**src/rtl/subckt_stim_driver_pkg.sv**
```systemverilog
// subckt_stim_driver_pkg: shared FSM states, mode encodings, LFSR taps and popcount helper
package subckt_stim_driver_pkg;
  typedef enum logic [1:0] {IDLE, RUN, DONE} state_t;
  typedef enum logic {MODE_CNT = 1'b0, MODE_LFSR = 1'b1} mode_t;
  localparam logic [3:0] LFSR_TAPS = 4'b1100;
  localparam int POP_W = 32;
  function automatic logic [5:0] popcount(input logic [POP_W-1:0] v);
    logic [5:0] c;
    c = '0;
    for (int i = 0; i < POP_W; i++) c = c + {5'd0, v[i]};
    return c;
  endfunction
endpackage

```
**src/rtl/subckt_lfsr.sv**
```systemverilog
// subckt_lfsr: Fibonacci LFSR with load and enable; ports clk, rst_n, enable, load, seed -> state, nxt
module subckt_lfsr #(
  parameter int N = 4,
  parameter logic [N-1:0] TAPS = 4'b1100,
  parameter logic [N-1:0] RST_VAL = 4'b0001
) (
  input  logic         clk,
  input  logic         rst_n,
  input  logic         enable,
  input  logic         load,
  input  logic [N-1:0] seed,
  output logic [N-1:0] state,
  output logic [N-1:0] nxt
);
  assign nxt = {state[N-2:0], ^(state & TAPS)};
  always_ff @(posedge clk or negedge rst_n)
    if (!rst_n) state <= RST_VAL;
    else if (load) state <= seed;
    else if (enable) state <= nxt;
endmodule

```
**src/rtl/subckt_stim_driver.sv**
```systemverilog
// subckt_stim_driver: applies count/LFSR vectors to a sub-circuit and accumulates activity counters
// ports: clk, rst_n, start, mode, num_vec in; stim, busy, done, vec/ones/tgl/in_tgl counters out; dut_out in
module subckt_stim_driver
  import subckt_stim_driver_pkg::*;
#(
  parameter int N_IN = 4,
  parameter int CNT_W = 16,
  parameter logic [N_IN-1:0] LFSR_SEED = 4'b0001
) (
  input  logic             clk,
  input  logic             rst_n,
  input  logic             start,
  input  logic             mode,
  input  logic [CNT_W-1:0] num_vec,
  output logic [N_IN-1:0]  stim,
  input  logic             dut_out,
  output logic             busy,
  output logic             done,
  output logic [CNT_W-1:0] vec_cnt,
  output logic [CNT_W-1:0] ones_cnt,
  output logic [CNT_W-1:0] tgl_cnt,
  output logic [CNT_W-1:0] in_tgl_cnt
);
  localparam logic [N_IN-1:0] SEED_FIX = (LFSR_SEED == '0) ? N_IN'(1) : LFSR_SEED;
  state_t state, state_nxt;
  mode_t mode_q;
  logic [CNT_W-1:0] num_q;
  logic [N_IN-1:0] cnt_q, lfsr_state, lfsr_nxt, stim_nxt;
  logic prev_out, accept, last;
  logic [CNT_W:0] in_sum;
  assign busy = state == RUN;
  assign done = state == DONE;
  assign accept = state == IDLE && start;
  assign last = vec_cnt + CNT_W'(1) == num_q;
  // stim is only driven while running, so IDLE/DONE and reset all present 0
  assign stim = busy ? (mode_q == MODE_LFSR ? lfsr_state : cnt_q) : '0;
  assign stim_nxt = mode_q == MODE_LFSR ? lfsr_nxt : cnt_q + N_IN'(1);
  assign in_sum = {1'b0, in_tgl_cnt} + (CNT_W+1)'(popcount(POP_W'(stim ^ stim_nxt)));
  subckt_lfsr #(.N(N_IN), .TAPS(LFSR_TAPS), .RST_VAL(SEED_FIX)) u_lfsr (
    .clk(clk),
    .rst_n(rst_n),
    .enable(busy && mode_q == MODE_LFSR),
    .load(accept),
    .seed(SEED_FIX),
    .state(lfsr_state),
    .nxt(lfsr_nxt)
  );
  always_comb begin
    state_nxt = state;
    state_nxt = state == IDLE ? (start ? (num_vec == '0 ? DONE : RUN) : IDLE) :
                state == RUN  ? (last ? DONE : RUN) : IDLE;
  end
  always_ff @(posedge clk or negedge rst_n)
    if (!rst_n) state <= IDLE;
    else state <= state_nxt;
  always_ff @(posedge clk or negedge rst_n)
    if (!rst_n) begin
      mode_q     <= MODE_CNT;
      num_q      <= '0;
      cnt_q      <= '0;
      prev_out   <= 1'b0;
      vec_cnt    <= '0;
      ones_cnt   <= '0;
      tgl_cnt    <= '0;
      in_tgl_cnt <= '0;
    end else if (accept) begin
      mode_q     <= mode_t'(mode);
      num_q      <= num_vec;
      cnt_q      <= '0;
      prev_out   <= 1'b0;
      vec_cnt    <= '0;
      ones_cnt   <= '0;
      tgl_cnt    <= '0;
      in_tgl_cnt <= '0;
    end else if (busy) begin
      vec_cnt  <= vec_cnt + CNT_W'(1);
      ones_cnt <= ones_cnt + CNT_W'(dut_out);
      tgl_cnt  <= tgl_cnt + CNT_W'(vec_cnt != '0 && dut_out != prev_out);
      prev_out <= dut_out;
      cnt_q    <= stim_nxt;
      // the final sample has no successor vector, so it contributes no input toggles
      if (!last) in_tgl_cnt <= in_sum[CNT_W] ? '1 : in_sum[CNT_W-1:0];
    end
endmodule
```
**config.mk**
```make
export PLATFORM = sky130hd
export DESIGN_NAME = subckt_stim_driver
export DESIGN_NICKNAME = d
export VERILOG_FILES = /design/src/rtl/subckt_stim_driver_pkg.sv /design/src/rtl/subckt_lfsr.sv /design/src/rtl/subckt_stim_driver.sv
export SDC_FILE = /design/constraint.sdc
export NUM_CORES = 1
export LEC_CHECK = 0
export ABC_CLOCK_PERIOD_IN_PS = 3800
export BUFFER_PORTS_ARGS = -buffer_cell sky130_fd_sc_hd__buf_4
export CAP_MARGIN = 10
export CORE_AREA = 5 5 108 110
export DETAILED_ROUTE_END_ITERATION = 12
export DIE_AREA = 0 0 113 115
export GPL_TIMING_DRIVEN = 0
export PLACE_DENSITY = 0.86
export RECOVER_POWER = 25
export SETUP_SLACK_MARGIN = 0.3
export SYNTH_ARGS = -nofsm -noshare
export SYNTH_HDL_FRONTEND = slang
export SYNTH_SLANG_ARGS = --single-unit
```
**constraint.sdc**
```tcl
create_clock -name clk -period 3.8 [get_ports clk]
set_clock_uncertainty 0.05 [all_clocks]
set_input_delay 0 -clock clk [delete_from_list [all_inputs] [get_ports clk]]
set_output_delay 0 -clock clk [all_outputs]
set_load 0.005 [all_outputs]
```
==> results of run 1 <==
area by class of cell:
cell class | instances | area, um^2
Fill cell | 816 | 3790
Multi-Input combinational cell | 445 | 2810
Tap cell | 140 | 175
Clock buffer | 9 | 124
Inverter | 11 | 41.3
Clock inverter | 7 | 97.6
Sequential cell | 92 | 2300
Buffer | 35 | 216
Timing Repair Buffer | 133 | 1050
state kept, by name (all words and copies together), names as in the netlist:
signal,cells
in_tgl_cnt,16
num_q,16
ones_cnt,16
tgl_cnt,16
vec_cnt,16
cnt_q,4
u_lfsr.state,4
state,2
mode_q,1
prev_out,1
cell usage after synthesis (all sizes together) (5+ instances only):
cell type	n
ha	8
a21oi	15
or4	6
mux2i	15
a41oi	5
o211ai	6
nor2b	6
inv	11
nor2	47
dfrtp	91
clkbuf	24
buf	11
and3	13
nand3	37
nand2	97
o21ai	50
nand4	16
o31ai	8
xor2	20
xnor2	18
a31oi	8
nor4	13
nor3	13
timing repair:
action / in CTS / in global routing
hold buffers: 19 / 0
gates resized for setup: 25 / 11
hold endpoints to repair: 112 / 0
setup buffers: 15 / 7
pin swaps: 18 / 7
endpoints found under the setup margin: 16 / 16
where the power goes:
group          internal, W  switching (W)
registers          0.00127       0.000323
logic              0.00133        0.00163
clock network     0.000374       0.000376
stage by stage:
step | utilization | power (W)
floorplan | - | 0.00329
global placement | 0.574 | 0.00401
detailed placement | 0.575 | 0.00418
CTS | 0.634 | 0.00512
global route | 0.643 | 0.00569
finish | 0.643 | 0.00531
logic make-up (layout without fill, tap and decap cells):
logic type | after synthesis | count (layout) | share of synthesized area
muxes | 15 | 15 | 0.0291
xor gates and xnor gates | 38 | 38 | 0.0645
adders and majority gates | 11 | 11 | 0.0311
buffers and inverters | 46 | 195 | 0.0369
DFF | 92 | 92 | 0.447
AOI/OAI and AO/OA | 115 | 115 | 0.139
and+or+nand+nor | 266 | 266 | 0.253
routing by layer:
metal	global-route usage	vias up	wire, um
met3	0.0405	45	1260
met4	0.121	0	468
met2	0.412	265	7920
met5	0	-	0
met1	0.312	2522	6400
li1	-	2374	-
worst max-delay path, cell delays in order (launching register included):
cell and delay (ns):
dfrtp_1 0.40, nand2b_4 0.15, buf_8 0.12, clkbuf_16 0.13, clkbuf_16 0.15, nor2_4 0.11, xnor2_2 0.08, fa_1 0.54
fa_2 0.21, inv_2 0.04, fa_2 0.33, and4_4 0.16, and4b_2 0.26, buf_4 0.15, nor2b_4 0.12, buf_4 0.15
nor3b_2 0.28, a211oi_2 0.12
path summary, 6_finish.rpt:
| check | slack (ns) | end | cells past startpoint | start |
|---|---|---|---|---|
| max | 0.11 | in_tgl_cnt[3]$_DFFE_PN0P_ | 17 | state[1]$_DFF_PN0_ |
| min in group asynchronous | 0.75 | num_q[8]$_DFFE_PN0P_ | 2 | rst_n |
| min reg2reg | 0.45 | ones_cnt[15]$_DFFE_PN0P_ | 1 | ones_cnt[15]$_DFFE_PN0P_ |
| max in group asynchronous | 0.70 | in_tgl_cnt[9]$_DFFE_PN0P_ | 3 | rst_n |
| max reg2reg | 0.11 | in_tgl_cnt[3]$_DFFE_PN0P_ | 17 | state[1]$_DFF_PN0_ |
| min | 0.14 | vec_cnt[1]$_DFFE_PN0P_ | 3 | start |
==> reports/metrics.cfg, run 1 <==
[outcome]
status = complete, but fails checks
violations = capacitance limit, slew limit

[timing]
rsz0062_at_grt = true
tightest_slew_ns = 2.18
hold_viol_final = 0
finalCritPeriodShare = 0.972
setup_viol = 0
layout_min_cycle_time_ns = 3.69
finalMaxSlewViolations = 42
setup_ws_ns = 0.106
worst_hold_slack_ns = 0.143
relSlewSlack = -0.455
fmax_mhz = 271
setup-tns-final_ns = 0

[critical_path]
cp.arrival_ns = 3.88
critical_path_class = reg2reg
setup.worst_path.end_class = flop
cp-start-kind = flop
cp.required_ns = 3.99
path_max_fanout = 5

[synth]
ys_ff_latch = 92
synth_top_area_frac = 0.442
yosysTopAreaCell = dfrtp_1
synth_ff_type = dfrtp_1
synth_edf_count = 0
yosysWarnings = 0
synth_area_leaders = dfrtp_1 44%, nand2_1 7.1%, o21ai_0 4.9%
synth.distinct_cells = 54
netlist_area_um2 = 5160
synthCells = 583
syn-num-nets = 615
seq_area_frac_synth = 0.447
synth_area_per_cell_um2 = 8.84
synth-async-reset-ratio = 1.00

[final_layout]
finalNetCount = 759
drive_gt1_frac = 0.247
synthToLayoutAreaGrowth_pct = 32.2
fin_cells = 872
final_common_cell = buf_4
layout_common_cells = 107 x buf_4, 97 x nand2_1, 91 x dfrtp_1
antenna_cells = 0
design_area_um2 = 6810

[floorplan]
rows = 38
die_w_um = 113
dieArea_um2 = 13000
ios = 91
core_um2 = 10600
start_util = 0.486
die_h_um = 115

[power]
powerDensity_nw_per_um2 = 780
peakVddDrop_uv = 452
p_leak_nw = 3.09

[detailed_routing]
routedWlPerCell_um = 18.4
vias = 5206
drc = 0
wl_mm = 16.0
viasPerCell = 5.97
firstDrtPassIters = 5
first_iter_violations = 458
antenna_left = 0

[global_route]
grt_pass1_wl_mm = 25.6
grt_pass1_vias = 5081
antenna_found_initial = 0
grt.overflow.total = 0
grt_usage = 0.246
grt_max_degree = 93

[clock_tree]
clock_path_buffers = 2
clock_latency_ns = 0.38
cts_root_buffer = clkbuf_8
cts_sinks = 92
path_clk_slew_ns = 0.10
numCtsBuffers = 9
htree_levels = 3
cts_tree = done

[placed_design]
gp_congestion = 0.912
dpl_cell_area_um2 = 6100
io_buffer_count = 90
pre_cts_slack_ns = -0.0779
dp_hpwl_mm = 10.8
placed_cells = 814

[hold_path]
hp-class = in2reg

[run]
cap_violations = 1

No activity file was read; power rests on OpenSTA's default activity.
==> inputs of run 2 (changes only) <==
--- a/config.mk
+++ b/config.mk
@@ -8,13 +8,14 @@
 export ABC_CLOCK_PERIOD_IN_PS = 3800
 export BUFFER_PORTS_ARGS = -buffer_cell sky130_fd_sc_hd__buf_4
 export CAP_MARGIN = 10
-export CORE_AREA = 5 5 108 110
+export CORE_AREA = 5 5 107 109
 export DETAILED_ROUTE_END_ITERATION = 12
-export DIE_AREA = 0 0 113 115
+export DIE_AREA = 0 0 112 114
 export GPL_TIMING_DRIVEN = 0
-export PLACE_DENSITY = 0.86
+export PLACE_DENSITY = 0.87
 export RECOVER_POWER = 25
 export SETUP_SLACK_MARGIN = 0.3
+export SLEW_MARGIN = 25
 export SYNTH_ARGS = -nofsm -noshare
 export SYNTH_HDL_FRONTEND = slang
 export SYNTH_SLANG_ARGS = --single-unit
==> reports/metrics.cfg, run 2 (synthesis gave the netlist of run 1 again) <==
[placed_design]
dpl_cell_area_um2 = 6100
gp_congestion = 0.939
io_buffer_count = 90
pre_cts_slack_ns = -0.123
dp_hpwl_mm = 10.5

[hold_path]
min_from = start
hp-class = in2reg
hold_path_depth = 3

[clock_tree]
path_clk_slew_ns = 0.11
clock_path_buffers = 2
numCtsBuffers = 9
htree_levels = 3
cts_tree = done
cts_sinks = 92
clock_latency_ns = 0.39
cts_root_buffer = clkbuf_8

[detailed_routing]
first_iter_violations = 478
wl_mm = 15.9
firstDrtPassIters = 6
routedWlPerCell_um = 18.3
drc = 0
viasPerCell = 6.03
antenna_left = 0
vias = 5223

[final_layout]
drive_gt1_frac = 0.245
synthToLayoutAreaGrowth_pct = 31.4
antenna_cells = 0
finish.utilization = 0.645
layout_common_cells = 97 x nand2_1, 91 x dfrtp_1, 87 x buf_4
design_area_um2 = 6770
multi_input_area_um2 = 2830
fillers = 811
finalNetCount = 753
regArea_um2 = 2300
final_common_cell = nand2_1

[power]
peakVddDrop_uv = 525
powerDensity_nw_per_um2 = 783
p_leak_nw = 3.05

[global_route]
antenna_found_initial = 0
grt_usage = 0.246
grt.overflow.total = 0
grt_pass1_wl_mm = 25.3
grt_max_degree = 93
grt_pass1_vias = 5067

[timing]
layout_min_cycle_time_ns = 3.66
fmax_mhz = 274
setup_viol = 0
tightest_slew_ns = 2.26
hold_viol_final = 0
finalCritPeriodShare = 0.962
relSlewSlack = -0.508
worst_hold_slack_ns = 0.123
rsz0062_at_grt = true
setup_ws_ns = 0.144
finalMaxSlewViolations = 93

[critical_path]
startpoint = state[1]$_DFF_PN0_
cp.required_ns = 4.05
critical_path_class = reg2reg
reg2reg_slack_ns = 0.14
setup.worst_path.end_class = flop
reg2reg_from = state[1]$_DFF_PN0_
cp-start-kind = flop
cp.arrival_ns = 3.91
r2r_cells = 16
path_max_fanout = 4

[floorplan]
dieArea_um2 = 12800
rows = 38
die_h_um = 114
ios = 91
core_um2 = 10500
die_w_um = 112
start_util = 0.491

[outcome]
violations = capacitance limit, slew limit
status = complete, but fails checks

[run]
cap_violations = 1

-- run 2: final cells by class --
cell class,count,area share
repair buffers,127,0.147
plain buffers,35,0.0320
multi-input cells,445,0.418
flip-flops and latches,92,0.340
inverters,11,0.00610
well taps,140,0.0259
clock buffers,10,0.0203
clock inverters,6,0.0102
-- run 2: metal layers --
layer	vias to the layer above	routed length, um	part of all wire	global-route usage
met1	2513	6360	0.40	0.314
met2	292	7670	0.48	0.403
li1	2372	-	-	-
met3	46	1300	0.082	0.0467
met4	0	550	0.035	0.124
met5	-	0	0	0
-- run 2: power breakdown --
group	internal, W	switching (W)	leakage [nW]
Sequential	0.00127	0.000334	1.20
Clock	0.000328	0.000381	0.104
Combinational	0.00133	0.00166	1.75
-- run 2: worst paths after layout --
check | to
worst max-delay path | in_tgl_cnt[4]$_DFFE_PN0P_
worst min-delay path | state[0]$_DFF_PN0_
worst max register to register | in_tgl_cnt[4]$_DFFE_PN0P_
worst min register to register | u_lfsr.state[0]$_DFFE_PN1P_
max in group asynchronous | cnt_q[3]$_DFFE_PN0P_
min in group asynchronous | vec_cnt[10]$_DFFE_PN0P_
-- run 2: through the flow --
stage | power, W | setup TNS (ns) | instances
after floorplan | 0.00329 | 0 | 583
after global placement | 0.00401 | 0 | 813
after detailed placement | 0.00416 | -0.296 | 813
after CTS | 0.00506 | 0 | 862
after global routing | 0.00569 | -0.00620 | 866
final | 0.00531 | 0 | 866
-- run 2: worst max-delay path, cell delays in order, from the launching register on --
cell and delay, ns:
dfrtp_1 0.40, nand2b_4 0.15, buf_8 0.12, clkbuf_16 0.13
clkbuf_16 0.15, nor2_4 0.11, xnor2_2 0.08, fa_1 0.51
fa_2 0.37, inv_2 0.08, fa_2 0.22, and4_4 0.21
and4b_2 0.31, nor2b_4 0.18, nor2_2 0.05, and3_4 0.17
nor4_2 0.26
-- run 2: timing repair --
action,in CTS,in global routing
hold endpoints to repair,112,0
hold buffers,19,0
pin swaps,15,11
resized for setup,19,18
cloned,1,0
setup endpoints to repair,16,17
buffers inserted,13,4
